## src/rtl/eth_pkg.sv

```systemverilog
// Shared Ethernet definitions: TX scheduler state/source encodings and the
// round-robin source pick used when both senders are pending.
package eth_pkg;

  localparam int unsigned ETH_IFG_BYTES = 12;
  localparam int unsigned ETH_BYTE_W    = 8;

  typedef enum logic [2:0] {
    IDLE,
    START,
    WAIT_SOF,
    SEND,
    IFG
  } tx_sched_state_t;

  typedef enum logic {
    SRC_ARP,
    SRC_UDP
  } tx_src_t;

  // Single pending source wins outright; a tie goes to the source not granted last.
  function automatic tx_src_t tx_sched_pick(input logic    arp_pend,
                                            input logic    udp_pend,
                                            input tx_src_t last_src);
    tx_src_t pick;
    if (arp_pend && !udp_pend) begin
      pick = SRC_ARP;
    end else if (udp_pend && !arp_pend) begin
      pick = SRC_UDP;
    end else begin
      pick = (last_src == SRC_UDP) ? SRC_ARP : SRC_UDP;
    end
    return pick;
  endfunction

endpackage

```

## src/rtl/eth_tx_sched.sv

```systemverilog
// TX scheduler for the shared GMII/MII port: grants ARP/UDP senders one at a
// time, forwards the granted byte stream and enforces the inter-frame gap.
module eth_tx_sched
  import eth_pkg::*;
#(
  parameter int unsigned IFG_CYCLES    = ETH_IFG_BYTES,
  parameter int unsigned START_TIMEOUT = 64
) (
  input  logic                  clk,
  input  logic                  rst_n,
  input  logic                  i_arp_req,
  input  logic                  i_udp_req,
  output logic                  o_arp_enable,
  output logic                  o_udp_enable,
  input  logic [ETH_BYTE_W-1:0] i_arp_tx_data,
  input  logic                  i_arp_tx_en,
  input  logic [ETH_BYTE_W-1:0] i_udp_tx_data,
  input  logic                  i_udp_tx_en,
  output logic [ETH_BYTE_W-1:0] o_tx_data,
  output logic                  o_tx_en,
  output logic                  o_busy,
  output logic                  o_arp_done,
  output logic                  o_udp_done,
  output logic                  o_timeout
);

  localparam int unsigned CNT_MAX = (IFG_CYCLES > START_TIMEOUT) ? IFG_CYCLES : START_TIMEOUT;
  localparam int unsigned CNT_W   = $clog2(CNT_MAX + 1);
  localparam logic [CNT_W-1:0] CNT_SAT  = CNT_W'(CNT_MAX);
  localparam logic [CNT_W-1:0] IFG_LAST = CNT_W'(IFG_CYCLES - 1);
  localparam logic [CNT_W-1:0] TMO_LAST = CNT_W'(START_TIMEOUT - 1);

  tx_sched_state_t       state_q, state_d;
  tx_src_t               sel_q, sel_d;
  tx_src_t               last_q, last_d;
  tx_src_t               pick;
  logic                  grant;
  logic                  arp_pend_q, arp_pend_d;
  logic                  udp_pend_q, udp_pend_d;
  logic [CNT_W-1:0]      cnt_q, cnt_d;
  logic                  arp_en_q, arp_en_d;
  logic                  udp_en_q, udp_en_d;
  logic                  arp_done_q, arp_done_d;
  logic                  udp_done_q, udp_done_d;
  logic                  timeout_q, timeout_d;
  logic                  busy_q, busy_d;
  logic                  tx_en_q, tx_en_d;
  logic [ETH_BYTE_W-1:0] tx_data_q, tx_data_d;
  logic                  fwd;
  logic                  sel_tx_en;
  logic [ETH_BYTE_W-1:0] sel_tx_data;

  // Source select is frozen from START until IFG exits, so the mux never swaps mid-frame.
  assign sel_tx_en   = (sel_q == SRC_ARP) ? i_arp_tx_en   : i_udp_tx_en;
  assign sel_tx_data = (sel_q == SRC_ARP) ? i_arp_tx_data : i_udp_tx_data;

  // Next-state, pending flags, counter and registered-output next values.
  always_comb begin
    state_d    = state_q;
    sel_d      = sel_q;
    last_d     = last_q;
    grant      = 1'b0;
    arp_done_d = 1'b0;
    udp_done_d = 1'b0;
    timeout_d  = 1'b0;
    pick       = tx_sched_pick(arp_pend_q, udp_pend_q, last_q);

    case (state_q)
      IDLE: begin
        if (arp_pend_q || udp_pend_q) begin
          state_d = START;
          sel_d   = pick;
          last_d  = pick;
          grant   = 1'b1;
        end
      end
      START: state_d = WAIT_SOF;
      WAIT_SOF: begin
        if (sel_tx_en) begin
          state_d = SEND;
        end else if (cnt_q >= TMO_LAST) begin
          state_d   = IFG;
          timeout_d = 1'b1;
        end
      end
      SEND: begin
        if (!sel_tx_en) begin
          state_d    = IFG;
          arp_done_d = (sel_q == SRC_ARP);
          udp_done_d = (sel_q == SRC_UDP);
        end
      end
      IFG: begin
        if (cnt_q >= IFG_LAST) begin
          state_d = IDLE;
        end
      end
      default: state_d = IDLE;
    endcase

    // A request arriving in the grant cycle keeps its flag set.
    arp_pend_d = i_arp_req | (arp_pend_q & ~(grant & (pick == SRC_ARP)));
    udp_pend_d = i_udp_req | (udp_pend_q & ~(grant & (pick == SRC_UDP)));

    if (state_d != state_q) begin
      cnt_d = '0;
    end else if (cnt_q != CNT_SAT) begin
      cnt_d = cnt_q + CNT_W'(1);
    end else begin
      cnt_d = cnt_q;
    end

    arp_en_d  = grant & (pick == SRC_ARP);
    udp_en_d  = grant & (pick == SRC_UDP);
    busy_d    = (state_d != IDLE);
    fwd       = (state_q == WAIT_SOF) || (state_q == SEND);
    tx_en_d   = fwd & sel_tx_en;
    tx_data_d = fwd ? sel_tx_data : '0;
  end

  always_ff @(posedge clk or negedge rst_n) begin
    if (!rst_n) begin
      state_q    <= IDLE;
      sel_q      <= SRC_ARP;
      last_q     <= SRC_UDP;
      arp_pend_q <= 1'b0;
      udp_pend_q <= 1'b0;
      cnt_q      <= '0;
      arp_en_q   <= 1'b0;
      udp_en_q   <= 1'b0;
      arp_done_q <= 1'b0;
      udp_done_q <= 1'b0;
      timeout_q  <= 1'b0;
      busy_q     <= 1'b0;
      tx_en_q    <= 1'b0;
      tx_data_q  <= '0;
    end else begin
      state_q    <= state_d;
      sel_q      <= sel_d;
      last_q     <= last_d;
      arp_pend_q <= arp_pend_d;
      udp_pend_q <= udp_pend_d;
      cnt_q      <= cnt_d;
      arp_en_q   <= arp_en_d;
      udp_en_q   <= udp_en_d;
      arp_done_q <= arp_done_d;
      udp_done_q <= udp_done_d;
      timeout_q  <= timeout_d;
      busy_q     <= busy_d;
      tx_en_q    <= tx_en_d;
      tx_data_q  <= tx_data_d;
    end
  end

  assign o_arp_enable = arp_en_q;
  assign o_udp_enable = udp_en_q;
  assign o_arp_done   = arp_done_q;
  assign o_udp_done   = udp_done_q;
  assign o_timeout    = timeout_q;
  assign o_busy       = busy_q;
  assign o_tx_en      = tx_en_q;
  assign o_tx_data    = tx_data_q;

endmodule

```

## config.mk

```make
export PLATFORM = sky130hd
export DESIGN_NAME = eth_tx_sched
export DESIGN_NICKNAME = d
export VERILOG_FILES = /design/src/rtl/eth_pkg.sv /design/src/rtl/eth_tx_sched.sv
export SDC_FILE = /design/constraint.sdc
export NUM_CORES = 1
export LEC_CHECK = 0
export ABC_AREA = 1
export CAP_MARGIN = 20
export CORE_ASPECT_RATIO = 0.6
export CORE_MARGIN = 10
export CORE_UTILIZATION = 50
export DETAILED_ROUTE_END_ITERATION = 10
export HOLD_SLACK_MARGIN = 0.08
export PLACE_DENSITY = 0.83
export SYNTH_ARGS = -nofsm -noshare
export SYNTH_HDL_FRONTEND = slang
export SYNTH_SLANG_ARGS = --single-unit
```

## constraint.sdc

```tcl
create_clock -name clk -period 2.04 [get_ports clk]
set_input_delay 0.204 -clock clk [delete_from_list [all_inputs] [get_ports clk]]
set_output_delay 0.204 -clock clk [all_outputs]
set_load 0.005 [all_outputs]
```

# --- Yosys cells after proc, flatten, opt, wreduce, memory -nomap -nowiden ---
# Index checks and enable logic that the tools add are counted.
word_totals:
  input_bits: 22
  output_inout_bits: 15
  regBits: 29
  elab_cells: 67
classes:
  addsub: 1
  n_reduce_logical: 10
  mux: 23
  bitwise_logic: 11
  magnitude_cmp: 2
  eq_ne: 6
op_table:
  columns: ["op", "n"]
  rows:
  - ["$mux 8", 2]
  - ["$mux 3", 5]
  - ["$pmux 3 s5", 1]
  - ["$mux 7", 2]
  - ["$mux 1", 13]
  - ["$add 7x1->7 const B", 1]
  - ["$ge 7x4->1 const B", 1]
  - ["$ge 7x6->1 const B", 1]
  - ["$ne 7x7->1 const B", 1]
  - ["$eq 3x2->1 const B", 2]
  - ["$and 1x1->1", 5]
  - ["$not 1->1", 4]
  - ["$eq 3x1->1 const B", 1]
  - ["$eq 3x3->1 const B", 1]
  - ["$logic_not 3->1", 1]
  - ["$ne 3x3->1", 1]
  - ["$reduce_bool 3->1", 1]
  - ["$logic_and 1x1->1", 2]
  - ["$logic_not 1->1", 2]
  - ["$logic_or 1x1->1", 2]
  - ["$or 1x1->1", 2]
  - ["$reduce_and 2->1", 1]
  - ["$reduce_bool 2->1", 1]

# --- Longest topological paths before layout ---
# Gate-level depths: netlist of run 1.
depth:
  depth_word: 9
  depth_mapped: 10
  depth_no_buf: 10

# --- Least setup slack after synthesis of run 1 ---
# Ideal clock, no wire load.
synth_path:
  kind: "flip-flop to flip-flop"
  startpoint: "reg cnt_q[0]"
  endpoint: "reg cnt_q[0]"
  path_buffers: 0
  required_ns: 1.968
  path_stages_with_launch: 11
  synth_period_minus_slack_ns: 1.331
  path_slack_ns: 0.709
  setup_time_ns: 0.072
  arrival_time_ns: 1.259
  cell_sequence: "dfrtp_1 ha_1 nand2_1 inv_1 nand2_1 nand3_2 nand2_2 nand2_1 nand2_2 nand3_4 nor2_1"
synth_between:
  elab_chain_cells: 6
  elab_cells_between_ends: 12
  cone_classes: "add/sub: 1; order compare: 2; eq/ne: 2; mux: 6; reduce/logical: 1"
synth_lines:
  columns: ["element", "line", "rtl"]
  rows:
  - ["start: declaration", "eth_tx_sched.sv:40", "logic [CNT_W-1:0] cnt_q, cnt_d;"]
  - ["start signal: assignment", "eth_tx_sched.sv:143", "cnt_q <= cnt_d;"]
  - ["$ge 7x6->1", "eth_tx_sched.sv:81", "end else if (cnt_q >= TMO_LAST) begin"]
  - ["$mux 3", "eth_tx_sched.sv:81", null]
  - ["$mux 3", "eth_tx_sched.sv:79", "if (sel_tx_en) begin"]
  - ["$pmux 3 s5 (*)", "eth_tx_sched.sv:68", "case (state_q)"]
  - ["net state_d[2]", "eth_tx_sched.sv:33", "tx_sched_state_t state_q, state_d;"]
  - ["$ne 3x3->1 (*)", "eth_tx_sched.sv:105", "if (state_d != state_q) begin"]
  - ["$mux 7 / $reduce_bool 2->1 (equally long branches)", null, null]
# Mark *: on every way through the listed nets, which the timed path passes. The rest lies on a longest branch. The select of a mux whose other input is x is not followed.
# A chain may end at the register's enable or synchronous reset.

# --- Worst setup path in the final report of run 1 ---
layout_path:
  startpoint: "reg sel_q"
  endpoint: "reg cnt_q[2]"
layout_between:
  elab_chain_cells: 5
  elab_cells_between_ends: 7
  cone_classes: "eq/ne: 1; mux: 5; reduce/logical: 1"
layout_lines:
  columns: ["element", "line", "rtl"]
  rows:
  - ["start: declaration", "eth_tx_sched.sv:34", "tx_src_t sel_q, sel_d;"]
  - ["start signal: assignment", "eth_tx_sched.sv:139", "sel_q <= sel_d;"]
  - ["$mux 1 (*)", "eth_tx_sched.sv:54", "assign sel_tx_en = (sel_q == SRC_ARP) ? i_arp_tx_en : i_udp_tx_en;"]
  - ["$mux 3 (on tied branches)", "eth_tx_sched.sv:87, eth_tx_sched.sv:79", null]
  - ["$pmux 3 s5 (*)", "eth_tx_sched.sv:68", null]
  - ["net state_d[2]", "eth_tx_sched.sv:33", null]
  - ["$ne 3x3->1 (*)", "eth_tx_sched.sv:105", null]
  - ["$mux 7 / $reduce_bool 2->1 (equally long branches)", null, null]
# Mark *: on every way through the listed nets, which the timed path passes. The rest lies on a longest branch.

==> run metrics, run 1 <==
P_leak=0.875 nW; vias in the first global route=1,103; cell count after synthesis=149; Via Count=around 1.1k; CTS tree=done; vias per cell=4.97; synth cell count leaders=nand2_1 (34), dfrtp_1 (28), nor2_1 (22), inv_1 (17), a21oi_1 (10); final setup vio count=0; clk buf depth=2; CP Launch Type=flop; Sequential Area=approximately 730 sq um; Final Max Slew Viols=0; die footprint=~5000 sq um; 1st-iter DRT viols=106; syn avg cell area=8.82 sq um; Place WS=0.347 ns; Yosys top cell area share=53.3%; first-pass GRT wire length=5170 um; Setup Skew=0.00304 ns; first drt pass iteration count=4; peak per-stage delay on the critical path=0.60 ns; initial antenna violation count=0; Buf+Inv Stages, Crit Path=0; Async SR Flop Fraction=100%; clk sinks=29; maximum clock rate=between 600 and 700 MHz; Die Y=59.7 um; ys flop type=dfrtp_1; critical path cell sequence=nand2_1 > o21ai_2 > nor2_1 > a21oi_2 > nand2_1 > nand2_2 > nand3_4 > nor2_1; Die X-Extent=86.2 um; Slew @ Worst Pin=0.430 ns; total negative slack=0 ns; sequential share of the synthesized area=about 55%; RSZ-0062 raised after global routing=no; count leader, synth=nand2_1; Mapped Nets=173; Final Instance Area=1810 sq um; GPL Wtd Cong=0.817; # diodes=0; crit path time final=around 1.7 ns; post-cts resize count=0; layout cell share with drive strength beyond 1=10.4%; top layer used by detailed routing=met4; GR Util All Layers=between 10% and 20%; Min-Delay Path Class=input pin to async pin; count of final hold-check violations=0; Starting Density=approximately 52%; Yosys warnings=0; post-synth cell types=26; fin crit share=between 80 and 90%; routed wl met2=between 1500 and 2000 um; CP max-delay cell=dfrtp_1; row count=14; total power draw=2.39 mW; Max VDD drop=0.648 mV; routed wire length=3190 um; relative slew slack=between 70% and 80%; DP Wirelength=2540 um; core area=2500 sq um; Worst Path Required=2.24 ns; residual DRC count=0; total grt overflow=0; status=finished clean; Placed Area=1710 sq um; worst skew pair latency=0.27 ns; CTS clk-pin slew, worst paths=roughly 0.06 ns; area of the multi-input gates=slightly above 500 sq um; DR WL/cell=14.2 um; pin count of the biggest net entering global routing=30; io pins=37; nets=215; reg2reg start=sel_q; # fillers=189; postcts setup bufs=0; Max Cap Violations=0; largest delay contributor family on the critical path=simple AND/OR/NAND/NOR gates; area grow syn2layout=38.0%; Crit Path Category=flop to flop; crit-path max FO=13; Post-Route M1 WL=1280 um; DRT antenna net count=0; #FFs+latches synth=29; EDFF count, synth=0; IO Port Bufs=36; met3 routed WL=255 um; cell accounting for the most synthesized area=dfrtp_1; Netlist Area Pre-Place=1310 sq um; htree depth=2; hold_buf cts=0; worst setup margin=0.380 ns; Crit. Startpoint=sel_q; Arrival @ worst endpoint=approximately 1.9 ns; PD cells=1320 nW/um^2; CP endpoint kind=flop; CTS Root Cell=clkbuf_8; WHS=0.304 ns; Num CTS Buffers=5; leading post-synthesis cells by cell area=dfrtp_1 (53%), nand2_1 (9.7%), nor2_1 (6.3%), inv_1 (4.9%), a21oi_1 (3.8%)
-- metrics by stage --
stage	std cells	util, %
global route	224	72.4
global placement	216	68.3
finish	224	72.4
floorplan	149	-
detailed placement	216	68.3
CTS	224	72.4
-- worst paths after layout --
kind	to	slack, ns	cells past startpoint
worst max-delay path	cnt_q[2]	0.38	8
worst min-delay path	cnt_q[2]	0.30	2
worst max register to register	cnt_q[2]	0.38	8
worst min register to register	last_q	0.54	2
max in group asynchronous	last_q	1.43	2
min in group clk	o_tx_data[5]	0.47	3
-- sequential cells by signal (all words and copies together) (netlist names) --
register and cells:
o_tx_en 1, o_udp_done 1, o_arp_enable 1, o_udp_enable 1, udp_pend_q 1, state_q 3, o_arp_done 1, o_busy 1
sel_q 1, o_tx_data 8, o_timeout 1, cnt_q 7, last_q 1, arp_pend_q 1
-- layout by cell type (no fill, tap or decap), types with 2 or more instances in the layout --
cell	netlist	layout
nand3_1	5	5
clkbuf_8	0	7
nor2_1	22	22
dfrtp_1	28	28
inv_1	17	17
nand2_2	3	3
clkdlybuf4s50_1	0	36
o21ai_0	4	4
xor2_1	3	3
o21ai_2	2	2
nand2_1	34	34
ha_1	2	2
nor2_2	2	2
a21oi_1	10	10
nor3_1	2	2
o21bai_1	2	2
-- power breakdown --
part | total, mW | switching (mW) | internal [mW]
Clock | 0.505 | 0.201 | 0.304
Combinational | 0.985 | 0.563 | 0.422
Sequential | 0.901 | 0.126 | 0.774
-- logic make-up (layout without fill, tap and decap cells) --
group | Yosys count | after routing | share of synthesized area [%]
xor+xnor | 4 | 4 | 2.67
simple gates | 71 | 71 | 23.6
fa+ha+maj | 2 | 2 | 1.90
compound gates | 23 | 23 | 10.6
buf+inv | 20 | 63 | 5.90
flops | 29 | 29 | 55.3
-- layout make-up --
class                   instances  share of cell area [%]
clock buffers                   7                    5.31
clock inverters                 1                   0.276
inverters                      18                    3.73
multi-input cells             100                    28.1
flip-flops and latches         29                    40.1
well taps                      32                    2.21
repair buffers                 37                    20.3
-- per-layer routing --
| metal | GRT usage [%] | vias up |
|---|---|---|
| li1 | - | 556 |
| met1 | 14.4 | 499 |
| met2 | 20.9 | 46 |
| met3 | 4.75 | 13 |
| met4 | 7.36 | 0 |
| met5 | 0 | - |
No activity file was read; power rests on OpenSTA's default activity.
==> inputs of run 2 (changes only) <==
CORE_UTILIZATION = 46   (was 50)
PLACE_DENSITY = 0.77   (was 0.83)
clock period = 1.65 ns   (was 2.04 ns; I/O delays follow)
==> run 2 against run 1 <==
Effect of this change:
- count of clock-buffer cells in the layout unchanged
- cell count up 0.89%
- register-to-register slack worse by 0.23 ns
- sequential cell count unchanged
- via count up 0.36%
- clock power up 23%
- worst setup slack worse by 0.23 ns
- total power up 27%
- maximum frequency up 11%
- critical path depth up 2
- die area up 6.2%
- critical endpoint is now cnt_q[3]
==> run metrics, run 2 (synthesis results as in run 1) <==
GR Util All Layers=between 10% and 20%; Critical path destination=cnt_q[3]; worst setup margin=0.151 ns; worst skew pair latency=0.27 ns; clk sinks=29; DR WL/cell=14.3 um; residual DRC count=0; critical path cell sequence=ha_1 > nand2_1 > inv_1 > nand2_2 > nand3_2 > nand2_2 > nand2_2 > nand2_2 > nand3_4 > nor2_1; Crit Path Category=flop to flop; PD cells=1650 nW/um^2; DP Wirelength=around 2600 um; Final Instance Area=roughly 1800 sq um; vias per cell=just under 5; 1st-iter DRT viols=127; CTS clk-pin slew, worst paths=around 0.06 ns; routed wire length=~3200 um; Placed Area=about 1700 sq um; peak per-stage delay on the critical path=approximately 0.39 ns; Num CTS Buffers=5; status=finished clean; r2r endpoint=cnt_q[3]; RSZ-0062 raised after global routing=no; Via Count=1,118; htree depth=2; CTS tree=done; Die Y=61.4 um; Crit path top cell by count=nand2_2; pin count of the biggest net entering global routing=30; Worst Path Required=1.85 ns; io pins=37; initial antenna violation count=0; layout cell share with drive strength beyond 1=13.9%; Max VDD drop=0.900 mV; GPL Wtd Cong=about 0.95; count of final hold-check violations=0; clk buf depth=2; vias in the first global route=1,106; nets=217; relative slew slack=76.8%; Starting Density=50.3%; CP endpoint kind=flop; reg2reg start=cnt_q[0]; first drt pass iteration count=4; area grow syn2layout=40.1%; most common cell after layout, fill and taps aside=clkdlybuf4s50_1; total negative slack=0 ns; die footprint=5460 sq um; final setup vio count=0; total power draw=between 3 and 4 mW; FF-to-FF setup slack=0.15 ns; P_leak=roughly 0.88 nW; Util after Layout=70.5%; DRT antenna net count=0; Placed Instances=roughly 220; WHS=0.266 ns; core area=2610 sq um; crit path time final=1.50 ns; IO Port Bufs=36; crit-path max FO=7; total grt overflow=0; Finished Layout Cells=around 230; Setup Skew=between 0.0015 and 0.002 ns; Max Cap Violations=0; row count=14; max FFs per register=8; most frequent cells in the layout=clkdlybuf4s50_1 (36), nand2_1 (32), dfrtp_1 (28); Crit. Startpoint=cnt_q[0]; CP max-delay cell=dfrtp_1; Min-Delay Path Class=input pin to async pin; Final Max Slew Viols=0; Arrival @ worst endpoint=approximately 1.7 ns; fin crit share=90.9%; maximum clock rate=667 MHz; cell depth of the worst flop-to-flop path=10; Slew @ Worst Pin=0.348 ns; first-pass GRT wire length=slightly above 5000 um; Place WS=0.0109 ns; # diodes=0; CTS Root Cell=clkbuf_8; CP Launch Type=flop; Die X-Extent=89.0 um
## run 2: layer usage
layer	up-vias	global-route usage, %	wire length, um
met5	-	0	0
met4	0	7.21	65
met3	7	4.22	202
met2	41	19.8	1600
met1	511	14.4	1370
li1	559	-	-
## run 2: worst min path at each step
stage                               to  cells after the start    from  slack [ns]
after global routing          cnt_q[0]                      2   rst_n        0.31
after global placement          last_q                      2  last_q        0.50
after detailed placement        last_q                      2  last_q        0.51
after CTS                 o_tx_data[0]                      2   rst_n        0.28
final                         cnt_q[0]                      2   rst_n        0.27
after floorplan             arp_pend_q                      0   rst_n       -0.13
## run 2: critical path: cells and delay by family (launching register included)
kind | cells | cell delay [ns]
adders and majority gates | 1 | 0.21
buffers and inverters | 1 | 0.07
DFF | 1 | 0.39
and+or+nand+nor | 8 | 0.76
## run 2: where the power goes
group | internal [mW] | switching [mW] | total [mW]
logic | 0.562 | 0.760 | 1.32
registers | 0.958 | 0.133 | 1.09
clock network | 0.376 | 0.247 | 0.623
## run 2: final cells by class
class / count / area (sq um)
Clock buffer: 7 / 96.3
Clock inverter: 1 / 5.00
Fill cell: 191 / 769
Inverter: 18 / 67.6
Multi-Input combinational cell: 100 / 522
Sequential cell: 29 / 727
Tap cell: 32 / 40.0
Timing Repair Buffer: 39 / 383
## run 2: repair_timing
action,CTS,global route
buffers inserted,0,0
endpoints found under the setup margin,0,7
resized for setup,0,5
hold buffers,0,0
